## config.mk

```make
export PLATFORM = sky130hd
export DESIGN_NAME = rv32_fetch_unit
export DESIGN_NICKNAME = d
export VERILOG_FILES = /design/src/rtl/rv32_fetch_pkg.sv /design/src/rtl/fetch_fifo.sv /design/src/rtl/rv32_fetch_unit.sv
export SDC_FILE = /design/constraint.sdc
export NUM_CORES = 1
export LEC_CHECK = 0
export ABC_AREA = 1
export CORE_MARGIN = 2
export CORE_UTILIZATION = 52
export DETAILED_ROUTE_END_ITERATION = 6
export MAX_ROUTING_LAYER = met4
export PLACE_DENSITY = 0.81
export SYNTH_ARGS = -nofsm -noshare
export SYNTH_HDL_FRONTEND = slang
export SYNTH_SLANG_ARGS = --single-unit
```

## constraint.sdc

```tcl
create_clock -name clk -period 1.7 [get_ports clk]
set_input_delay 0.255 -clock clk [delete_from_list [all_inputs] [get_ports clk]]
set_output_delay 0.255 -clock clk [all_outputs]
set_load 0.1 [all_outputs]
```

## src/rtl/rv32_fetch_pkg.sv

```systemverilog
// Shared types and constants for the RV32I instruction fetch unit.
package rv32_fetch_pkg;
  localparam int XLEN = 32;
  localparam logic [XLEN-1:0] PC_STEP = 32'd4;
  localparam logic [XLEN-1:0] DEFAULT_RESET_PC = 32'h0000_0000;

  typedef struct packed {
    logic [XLEN-1:0] pc;
    logic [XLEN-1:0] instr;
  } fetch_entry_t;

  function automatic logic is_misaligned(input logic [XLEN-1:0] addr);
    return addr[1:0] != 2'b00;
  endfunction
endpackage

```

## src/rtl/fetch_fifo.sv

```systemverilog
// Two-entry circular queue of {pc, instr} pairs with synchronous flush.
module fetch_fifo
  import rv32_fetch_pkg::*;
(
  input  logic         clk,
  input  logic         rst_n,
  input  logic         push,
  input  logic         pop,
  input  logic         flush,
  input  fetch_entry_t wr_entry,
  output logic [1:0]   count,
  output fetch_entry_t head
);
  fetch_entry_t mem [2];
  logic         rd_ptr;
  logic         wr_ptr;

  // At full, wr_ptr == rd_ptr: a push+pop overwrites the slot being popped,
  // and rd_ptr moves on to the older surviving entry.
  always_ff @(posedge clk or negedge rst_n) begin
    if (!rst_n) begin
      mem[0] <= '0;
      mem[1] <= '0;
      rd_ptr <= 1'b0;
      wr_ptr <= 1'b0;
      count  <= 2'd0;
    end else begin
      if (push) mem[wr_ptr] <= wr_entry;
      if (flush) begin
        rd_ptr <= 1'b0;
        wr_ptr <= 1'b0;
        count  <= 2'd0;
      end else begin
        if (push) wr_ptr <= ~wr_ptr;
        if (pop)  rd_ptr <= ~rd_ptr;
        case ({push, pop})
          2'b10:   count <= count + 2'd1;
          2'b01:   count <= count - 2'd1;
          default: count <= count;
        endcase
      end
    end
  end

  assign head = mem[rd_ptr];
endmodule

```

## src/rtl/rv32_fetch_unit.sv

```systemverilog
// Program counter, ROM address drive and decode-side handshake for the RV32I core.
module rv32_fetch_unit
  import rv32_fetch_pkg::*;
#(
  parameter logic [XLEN-1:0] RESET_PC = DEFAULT_RESET_PC
) (
  input  logic            clk,
  input  logic            rst_n,
  input  logic            redirect_valid,
  input  logic [XLEN-1:0] redirect_target,
  output logic [XLEN-1:0] iaddr,
  input  logic [XLEN-1:0] idata,
  output logic            out_valid,
  input  logic            out_ready,
  output logic [XLEN-1:0] out_pc,
  output logic [XLEN-1:0] out_instr,
  output logic            misalign_err
);
  // Handshake: an entry transfers on any rising edge where out_valid and
  // out_ready are both high; the head is held stable while valid & ~ready.
  logic [XLEN-1:0] pc;
  logic [1:0]      count;
  logic            push;
  logic            pop;
  fetch_entry_t    wr_entry;
  fetch_entry_t    head;

  assign pop      = out_valid & out_ready;
  assign push     = ~redirect_valid & ((count < 2'd2) | pop);
  assign wr_entry = '{pc: pc, instr: idata};

  fetch_fifo u_fifo (
    .clk      (clk),
    .rst_n    (rst_n),
    .push     (push),
    .pop      (pop),
    .flush    (redirect_valid),
    .wr_entry (wr_entry),
    .count    (count),
    .head     (head)
  );

  always_ff @(posedge clk or negedge rst_n) begin
    if (!rst_n) begin
      pc           <= RESET_PC;
      misalign_err <= 1'b0;
    end else begin
      if (redirect_valid) begin
        pc <= {redirect_target[XLEN-1:2], 2'b00};
        if (is_misaligned(redirect_target)) misalign_err <= 1'b1;
      end else if (push) begin
        pc <= pc + PC_STEP;
      end
    end
  end

  assign iaddr     = pc;
  assign out_valid = (count != 2'd0);
  assign out_pc    = head.pc;
  assign out_instr = head.instr;
endmodule
```

# After elaboration in Yosys (flattened, before gate mapping)
# Cells that the tools add are included.
[classes]
n_bitwise = 8
muxes = 14
n_shift = 0
n_mul = 0
order_cmp = 4
n_eq_ne = 2
add_sub_neg = 3
n_div = 0
n_reduce_logical = 7
[op_table]
columns = ["operator", "count"]
rows = [
  ["$mux 64", 4],
  ["$bwmux 128", 1],
  ["$demux 64 s1", 1],
  ["$mux 32", 2],
  ["$add 32x3->32 const B", 1],
  ["$reduce_bool 2->1", 4],
  ["$ge 2x2->1 const B", 2],
  ["$mux 1", 4],
  ["$not 1->2", 2],
  ["$pmux 2 s2", 1],
  ["$not 1->1", 3],
  ["$reduce_bool 3->1", 1],
  ["$add 2x1->2 const B", 1],
  ["$and 1x1->1", 2],
  ["$eq 2x1->1 const B", 1],
  ["$eq 2x2->1 const B", 1],
  ["$lt 2x1->1 const B", 1],
  ["$lt 2x2->1 const B", 1],
  ["$mux 2", 1],
  ["$reduce_and 2->1", 1],
  ["$sub 2x1->2 const B", 1],
  ["$logic_and 1x1->1", 1],
  ["$or 1x1->1", 1],
]
[word_totals]
latch_bits = 0
word_cells = 47
register_bits = 165
input_bits = 68
mem_count = 0
mem_bits_rw = 0
romBits = 0

# Logic depth before layout (Yosys ltp)
# Gate-level depths: netlist (run 1).
[logic_depth]
ltp_word = 7
ltp_mapped = 11
depth_no_buf = 10

# Cells and area by module
# From an unflattened synthesis (run 1), not the netlist that was laid out.
[hier_totals]
hier_cells = 901
hier_area_um2 = 8206.6
[by_module_without_submodules]
columns = ["module", "seq_area_each_um2", "instances", "area_each_um2", "cells_per_inst"]
rows = [
  ["fetch_fifo", 3303.2, 1, 6059.6, 579],
  ["rv32_fetch_unit", 775.7, 1, 2147.1, 322],
]

# Least setup slack after synthesis (run 1)
# Ideal clock, no wire load.
[synth_timing]
path_kind = "register -> register"
startpoint = "reg pc[3], in the netlist iaddr[3]"
endpoint = "reg pc[22], in the netlist iaddr[22]"
t_required_ns = 1.575
stages_incl_launch_ff = 11
path_slack_ns = -0.575
setup_ns = 0.125
period_less_slack_ns = 2.275
t_arrival_ns = 2.150
cell_sequence = "dfrtp_1 > ha_1 > nand2_1 > nor2_1 > nand2_2 > nor2_4 > nand2_1 > nor2_1 > nand2_1 > nand3_1 > nand2_1"
[synth_between]
elab_chain_cells = 3
[synth_rtl]
columns = ["element", "line_no", "source"]
rows = [
  ["start: declaration", "rv32_fetch_unit.sv:21", "logic [XLEN-1:0] pc;"],
  ["start signal: assignment", "rv32_fetch_unit.sv:49", "pc <= {redirect_target[XLEN-1:2], 2'b00};"],
  ["start signal: assignment", "rv32_fetch_unit.sv:52", "pc <= pc + PC_STEP;"],
  ["$add 32x3->32", "rv32_fetch_unit.sv:52", ""],
  ["$mux 32", "rv32_fetch_unit.sv:51", "end else if (push) begin"],
  ["$mux 32", "rv32_fetch_unit.sv:48", "if (redirect_valid) begin"],
]
# Every way passes these cells. The select of a mux whose other input is x is not followed.
# A chain may end at the register's enable or synchronous reset.

# Worst setup path after layout (run 1)
[layout_timing]
startpoint = "reg u_fifo.rd_ptr"
endpoint = "out out_pc[9]"
[layout_between]
elab_chain_cells = 4
[layout_rtl]
columns = ["element", "line_no", "source"]
rows = [
  ["start: declaration", "fetch_fifo.sv:15", "logic rd_ptr;"],
  ["start signal: assignment", "fetch_fifo.sv:35", "if (pop) rd_ptr <= ~rd_ptr;"],
  ["$not 1->2 (implied by the code)", "fetch_fifo.sv:45", "assign head = mem[rd_ptr];"],
  ["$mux 64 (implied by the code) (3 in a row)", "fetch_fifo.sv:45", ""],
  ["end: declaration", "rv32_fetch_unit.sv:15", "output logic [XLEN-1:0] out_pc,"],
]
# Every way passes these cells. The select of a mux whose other input is x is not followed.

==> results of run 1 <==
[Yosys cell counts]
| master | instances | area, um2 |
|---|---|---|
| a21oi_1 | 9 | 45.04 |
| a22oi_1 | 11 | 82.58 |
| a31oi_1 | 2 | 12.51 |
| and2_1 | 1 | 6.260 |
| buf_1 | 3 | 11.26 |
| buf_12 | 5 | 100.1 |
| buf_2 | 7 | 35.03 |
| buf_4 | 11 | 82.58 |
| buf_6 | 1 | 11.26 |
| buf_8 | 1 | 15.01 |
| clkbuf_1 | 22 | 82.58 |
| clkbuf_4 | 2 | 15.01 |
| conb_1 | 1 | 3.750 |
| dfrtp_1 | 159 | 3979 |
| ha_1 | 1 | 12.51 |
| inv_1 | 85 | 319.1 |
| inv_2 | 3 | 11.26 |
| nand2_1 | 406 | 1524 |
| nand2_2 | 41 | 256.5 |
| nand2_4 | 1 | 11.26 |
| nand2_8 | 2 | 40.04 |
| nand3_1 | 34 | 170.2 |
| nand3b_1 | 1 | 7.510 |
| nand4_1 | 3 | 18.77 |
| nor2_1 | 48 | 180.2 |
| nor2_2 | 4 | 25.02 |
| nor2_4 | 2 | 22.52 |
| nor3_1 | 1 | 5.000 |
| o211ai_1 | 2 | 15.01 |
| o21ai_0 | 96 | 480.5 |
| o21ai_1 | 2 | 10.01 |
| o21ai_2 | 50 | 437.9 |
| o21bai_1 | 2 | 15.01 |
| o22ai_1 | 2 | 12.51 |
| or2_2 | 2 | 12.51 |
| xor2_1 | 4 | 35.03 |
[sequential cells by signal (all words and copies together) (netlist names)]
name and cells:
iaddr 30, misalign_err 1, u_fifo.count 2, u_fifo.mem 124
u_fifo.rd_ptr 1, u_fifo.wr_ptr 1
[cell families after synthesis]
logic type / Yosys count / share of synthesized area (%)
and+or+nand+nor: 546 / 28.13
AOI/OAI and AO/OA: 176 / 13.71
DFF: 159 / 49.10
buffers and inverters: 140 / 8.430
xor gates and xnor gates: 4 / 0.4323
adders and majority gates: 1 / 0.1544
other: 1 / 0.04627
[through the flow]
stage / TNS, ns / worst slack [ns] / utilization [%] / instance area (um2) / hold WS, ns
6_report: -7.076 / -0.1695 / 79.00 / 12010 / 0.3042
4_1_cts: -5.443 / -0.1309 / 77.51 / 11780 / 0.3186
3_5_place_dp: -0.4998 / -0.03998 / 73.56 / 11180 / 0.1922
3_3_place_gp: 0 / 0.01424 / 73.56 / 11180 / 0.1882
2_1_floorplan: -0.01031 / -0.01031 / - / 8324 / -0.04059
5_1_grt: -9.751 / -0.2076 / 79.00 / 12010 / 0.3337
[report_power, final]
part	leakage (uW)	internal, uW	switching (uW)
Sequential	0.00192	4540	624
Clock	0.000271	2090	1450
Combinational	0.00354	2650	5010
[worst max-delay path, delay by kind of cell, from the launching register on]
| family | cells | cell delay (ns) |
|---|---|---|
| buffers and inverters | 3 | 0.52 |
| DFF | 1 | 0.48 |
| and+or+nand+nor | 2 | 0.17 |
[per-layer routing]
layer / global-route usage (%) / vias to the layer above
li1: - / 3584
met1: 38.36 / 3639
met2: 45.04 / 336
met3: 5.114 / 47
met4: 9.335 / 0
met5: - / -
[worst max path at each step]
stage	from	to	slack, ns	cells after the start
global route	u_fifo.rd_ptr	out_pc[9]	-0.21	5
floorplan	iaddr[10]	iaddr[22]	-0.01	9
finish	u_fifo.rd_ptr	out_pc[9]	-0.17	5
detailed placement	out_ready	u_fifo.mem[114]	-0.04	9
CTS	u_fifo.rd_ptr	out_pc[29]	-0.13	5
global placement	out_ready	u_fifo.mem[120]	0.01	9
[area by class of cell]
cell class | count | area share (%)
multi-input cells | 731 | 31.02
clock buffers | 22 | 3.948
well taps | 188 | 1.959
flip-flops and latches | 159 | 33.49
clock inverters | 7 | 0.5313
repair buffers | 210 | 26.23
inverters | 88 | 2.813
[timing repair]
item                                   in CTS  in global routing
endpoints found under the hold margin      34                  0
setup endpoints to repair                  62                 70
pin swaps                                   0                  6
gates cloned                                1                  3
hold buffers                                1                  0
buffers inserted                            1                  6
resized for setup                           7                 37
==> metrics.md, run 1 <==
| Metric | Value |
|---|---|
| Status | `finished with violations` |
| Failing checks | `negative setup slack` |
| I/O pins | `166` |
| Critical Path RT | `1.44 ns` |
| DRC | `0` |
| Clk Latency, worst-skew pair | `0.43 ns` |
| Uppermost routed layer | `met4` |
| WL final | `23090 um` |
| Mapped Cells | `1027` |
| FF-to-FF path depth | `10` |
| Worst Hold Class | `input pin to async pin` |
| Fin crit period | `1.870 ns` |
| Synthesized area per cell | `7.891 um2` |
| Average wire per standard cell | `16.43 um` |
| DP Cell Count | `1364` |
| Ys Warns | `0` |
| Nets | `1276` |
| End of the worst register-to-register path | `iaddr[22]` |
| Initial antenna violation count | `0` |
| Commonest cells after routing, fill and taps aside | `322 x nand2_1, 128 x dfrtp_1, 121 x nand2_2` |
| Die height | `128.8 um` |
| CP peak stage delay | `0.48 ns` |
| Hold Fails Final Rpt | `0` |
| CP endpoint kind | `output pin` |
| Port Buffers | `161` |
| Commonest non-fill, non-tap cell in the layout | `nand2_1` |
| Met1 wire length | `9632 um` |
| Core ar. | `15200 um2` |
| RSZ-0062 raised after global routing | `true` |
| Share of cells above drive strength 1 | `32.70%` |
| Row count | `45` |
| Footprint of the multi-input gates | `3726 um2` |
| Setup WS post-layout | `-0.1695 ns` |
| Die X | `128.8 um` |
| Number of global-route vias before repair | `7267` |
| Peak supply drop | `0.8684 mV` |
| R2r startpoint | `iaddr[3]` |
| Post-synthesis sequential area ratio | `49.10%` |
| Ant. Diodes | `0` |
| Post-DP HPWL | `15640 um` |
| DR iter-0 viols | `817` |
| Starting Density | `53.31%` |
| FF+latch area | `4023 um2` |
| CP startpoint kind | `flop` |
| Root Buffer | `clkbuf_16` |
| Power after layout | `16350 uW` |
| Largest net degree at the start of global routing | `53` |
| GP Congestion | `0.9168` |
| CTS tree | `built` |
| Finished Layout Cells | `1405` |
| CP Class | `flop to output pin` |
| Pleak | `0.005730 uW` |
| Cell Pwr Density | `1362 nW/um2` |
| Worst Skew | `0.005731 ns` |
| CTS sink cnt | `159` |
| Critical path arrival | `1.61 ns` |
| DR vias/cell | `5.414` |
| Total GRT Usage | `28.78%` |
| Clock slew at reported path FFs | `0.06 ns` |
| H-tree depth | `4` |
| Total CTS buffers | `17` |
| Global-route wire length before repair | `36380 um` |
| Unique cell type count in the Yosys netlist | `36` |
| CP max FO | `9` |
| Critical path, cell by cell | `inv_8 -> clkbuf_16 -> nand2_1 -> nand2_2 -> buf_12` |
| Cell area after synthesis | `8104 um2` |
| Max stage delay cell, worst path | `dfrtp_2` |
| Tcrit/Tclk final | `110.0%` |
| Via total after detailed routing | `7606` |
| Max Cap Viol | `0` |
| # setup viols final | `62` |
| Area grow syn2layout | `48.20%` |
| Die area | `16600 um2` |
| Antenna viol nets, final | `0` |
| DRT Pass-1 Iters | `5` |
| Final slew viol count | `0` |
| Fmax | `0.5349 GHz` |
| Fillers | `958` |
| Global route overflow | `0` |
| Met2 Wirelength | `11350 um` |
| Routed wire length on met3 | `1606 um` |
| Post-synthesis register bit count | `159` |
| Flop2flop setup slack | `0.08 ns` |
| CTS Buffer Depth | `2` |
No activity file was read; power rests on OpenSTA's default activity.
==> run 2: changes to the inputs <==
--- a/config.mk
+++ b/config.mk
@@ -6,6 +6,7 @@
 export NUM_CORES = 1
 export LEC_CHECK = 0
 export ABC_AREA = 1
+export CORE_ASPECT_RATIO = 1.1
 export CORE_MARGIN = 2
 export CORE_UTILIZATION = 52
 export DETAILED_ROUTE_END_ITERATION = 6
==> constraint.sdc (replaced) <==
create_clock -name clk -period 1.8 [get_ports clk]
set_input_delay 0.27 -clock clk [delete_from_list [all_inputs] [get_ports clk]]
set_output_delay 0.27 -clock clk [all_outputs]
set_load 0.1 [all_outputs]
==> run 2 against run 1 <==
Die area hardly changed. Sequential power down 6.0%. Wire length decreased by 1.5%. Utilization is 0.91 points lower. Worst setup slack improved by 0.15 ns. Power decreased by 4.6%. Sequential share of layout area increased by 0.42 points. The run still ends with negative setup slack left. Clock-buffer cell count is 4 lower. Non-clock buffer count shrank 12.
==> metrics.md, run 2 (synthesis gave the netlist of run 1 again) <==
| Metric | Value |
|---|---|
| Most flops, register | `u_fifo.mem` |
| CP Class | `flop to output pin` |
| Cell Pwr Density | `1316 nW/um2` |
| CP endpoint kind | `output pin` |
| Max reg flops | `124` |
| Die height | `134.9 um` |
| Root Buffer | `clkbuf_16` |
| Antenna viol nets, final | `0` |
| Port Buffers | `161` |
| R2r startpoint | `iaddr[3]` |
| Clock slew at reported path FFs | `0.06 ns` |
| GP Congestion | `0.9513` |
| Commonest non-fill, non-tap cell in the layout | `nand2_1` |
| Status | `finished with violations` |
| CP startpoint kind | `flop` |
| Starting Density | `53.41%` |
| CP max FO | `48` |
| Die X | `123.0 um` |
| Row count | `47` |
| CTS Buffer Depth | `2` |
| Share of cells above drive strength 1 | `29.97%` |
| Critical Path RT | `1.53 ns` |
| Tcrit/Tclk final | `101.3%` |
| Fillers | `1000` |
| End of the worst register-to-register path | `iaddr[15]` |
| Total CTS buffers | `17` |
| Critical path arrival | `1.55 ns` |
| Ant. Diodes | `0` |
| CTS sink cnt | `159` |
| Setup WS post-layout | `-0.02331 ns` |
| Worst Setup SP | `u_fifo.rd_ptr` |
| DR iter-0 viols | `618` |
| Worst Skew | `0.009102 ns` |
| CP most frequent cell | `buf_12` |
| Initial antenna violation count | `0` |
| Peak supply drop | `0.7244 mV` |
| Global-route wire length before repair | `36560 um` |
| Max stage delay cell, worst path | `dfrtp_2` |
| Failing checks | `negative setup slack` |
| DRC | `0` |
| Clk Latency, worst-skew pair | `0.43 ns` |
| Hold Fails Final Rpt | `0` |
| Commonest cells after routing, fill and taps aside | `340 x nand2_1, 131 x dfrtp_1, 106 x nand2_2` |
| FF-to-FF path depth | `8` |
| Fmax | `0.5485 GHz` |
| Nets | `1264` |
| Average wire per standard cell | `16.20 um` |
| Via total after detailed routing | `7594` |
| Global route overflow | `0` |
| Post-DP HPWL | `15580 um` |
| Fin crit period | `1.823 ns` |
| CTS tree | `built` |
| Flop2flop setup slack | `0.13 ns` |
| # setup viols final | `11` |
| Core ar. | `15170 um2` |
| Number of global-route vias before repair | `7449` |
| Die area | `16600 um2` |
| Critical path, cell by cell | `buf_12 -> nand2_1 -> nand2_2 -> buf_12` |
| Critical path depth in cells | `4` |
| DR vias/cell | `5.409` |
| CP peak stage delay | `0.42 ns` |
| RSZ-0062 raised after global routing | `true` |
| Worst Hold Class | `input pin to async pin` |
| Pleak | `0.005653 uW` |
| Largest net degree at the start of global routing | `51` |
| Final slew viol count | `0` |
| H-tree depth | `4` |
| Power after layout | `15600 uW` |
| Top delay family on crit path | `flip-flops` |
| Area grow syn2layout | `46.21%` |
| WP buf/inv | `2` |
| DRT Pass-1 Iters | `5` |
| Total GRT Usage | `29.00%` |
| WL final | `22740 um` |
| I/O pins | `166` |
| Setup TNS | `-0.1043 ns` |
| Max Cap Viol | `0` |
## run 2: what timing repair did
action                     CTS  global route
hold buffers                 1             0
cloned                       1             2
setup endpoints to repair   51            63
gates resized for setup      3             9
hold endpoints to repair    29             0
setup buffers                0             0
## run 2: layout make-up
class | count | area (um2) | share of cell area (%)
tap | 196 | 245.2 | 2.070
multi-input combinational | 731 | 3628 | 30.62
timing repair buffer | 198 | 3022 | 25.50
sequential | 159 | 4019 | 33.92
clock inverter | 14 | 160.2 | 1.352
clock buffer | 18 | 439.2 | 3.706
inverter | 88 | 335.3 | 2.830
## run 2: worst reg2reg max path: stages, from the launching register on
cell,delay (ns)
dfrtp_4,0.41
buf_4,0.16
nand2_1,0.10
nor2_4,0.15
nand2_2,0.14
inv_1,0.16
nand3_1,0.12
o211ai_1,0.23
nand2_1,0.08
## run 2: worst max-delay path by stage
stage,to,slack (ns)
after floorplan,iaddr[22],-0.001
after global placement,u_fifo.mem[120],0.08
after CTS,out_instr[17],-0.09
after detailed placement,u_fifo.mem[119],0.03
final,out_instr[26],-0.02
after global routing,out_instr[12],-0.06
## run 2: metal layers
layer / up-vias / routed length [um] / track usage [%]
li1: 3570 / - / -
met1: 3632 / 9332 / 37.67
met2: 343 / 11190 / 45.49
met3: 49 / 1550 / 4.730
met4: 0 / 667 / 11.74
met5: - / 0 / -
## run 2: power breakdown
group / switching [uW] / total, uW / internal, uW
Sequential: 564 / 4850 / 4280
Combinational: 4700 / 7130 / 2430
Clock: 1520 / 3620 / 2100
Total: 6780 / 15600 / 8820
## run 2: metrics by stage
stage          std cells  util [%]  setup slack, ns  area (um2)  hold slack, ns
6_report            1404     78.10         -0.02331       11850          0.2924
5_1_grt             1404     78.10         -0.05569       11850          0.3424
4_1_cts             1402     77.60         -0.08613       11770          0.3119
3_5_place_dp        1368     73.37          0.02728       11130          0.1796
3_3_place_gp        1368     73.37          0.07630       11130          0.1773
2_1_floorplan       1030         -        -0.001421        8307        -0.02559
==> run 3: changes to the inputs <==
--- a/config.mk
+++ b/config.mk
@@ -12,6 +12,7 @@
 export DETAILED_ROUTE_END_ITERATION = 6
 export MAX_ROUTING_LAYER = met4
 export PLACE_DENSITY = 0.81
+export SLEW_MARGIN = 20
 export SYNTH_ARGS = -nofsm -noshare
 export SYNTH_HDL_FRONTEND = slang
 export SYNTH_SLANG_ARGS = --single-unit
==> results of run 3 <==
Same layout as run 2: the final DEF is identical, and so are final timing and power.
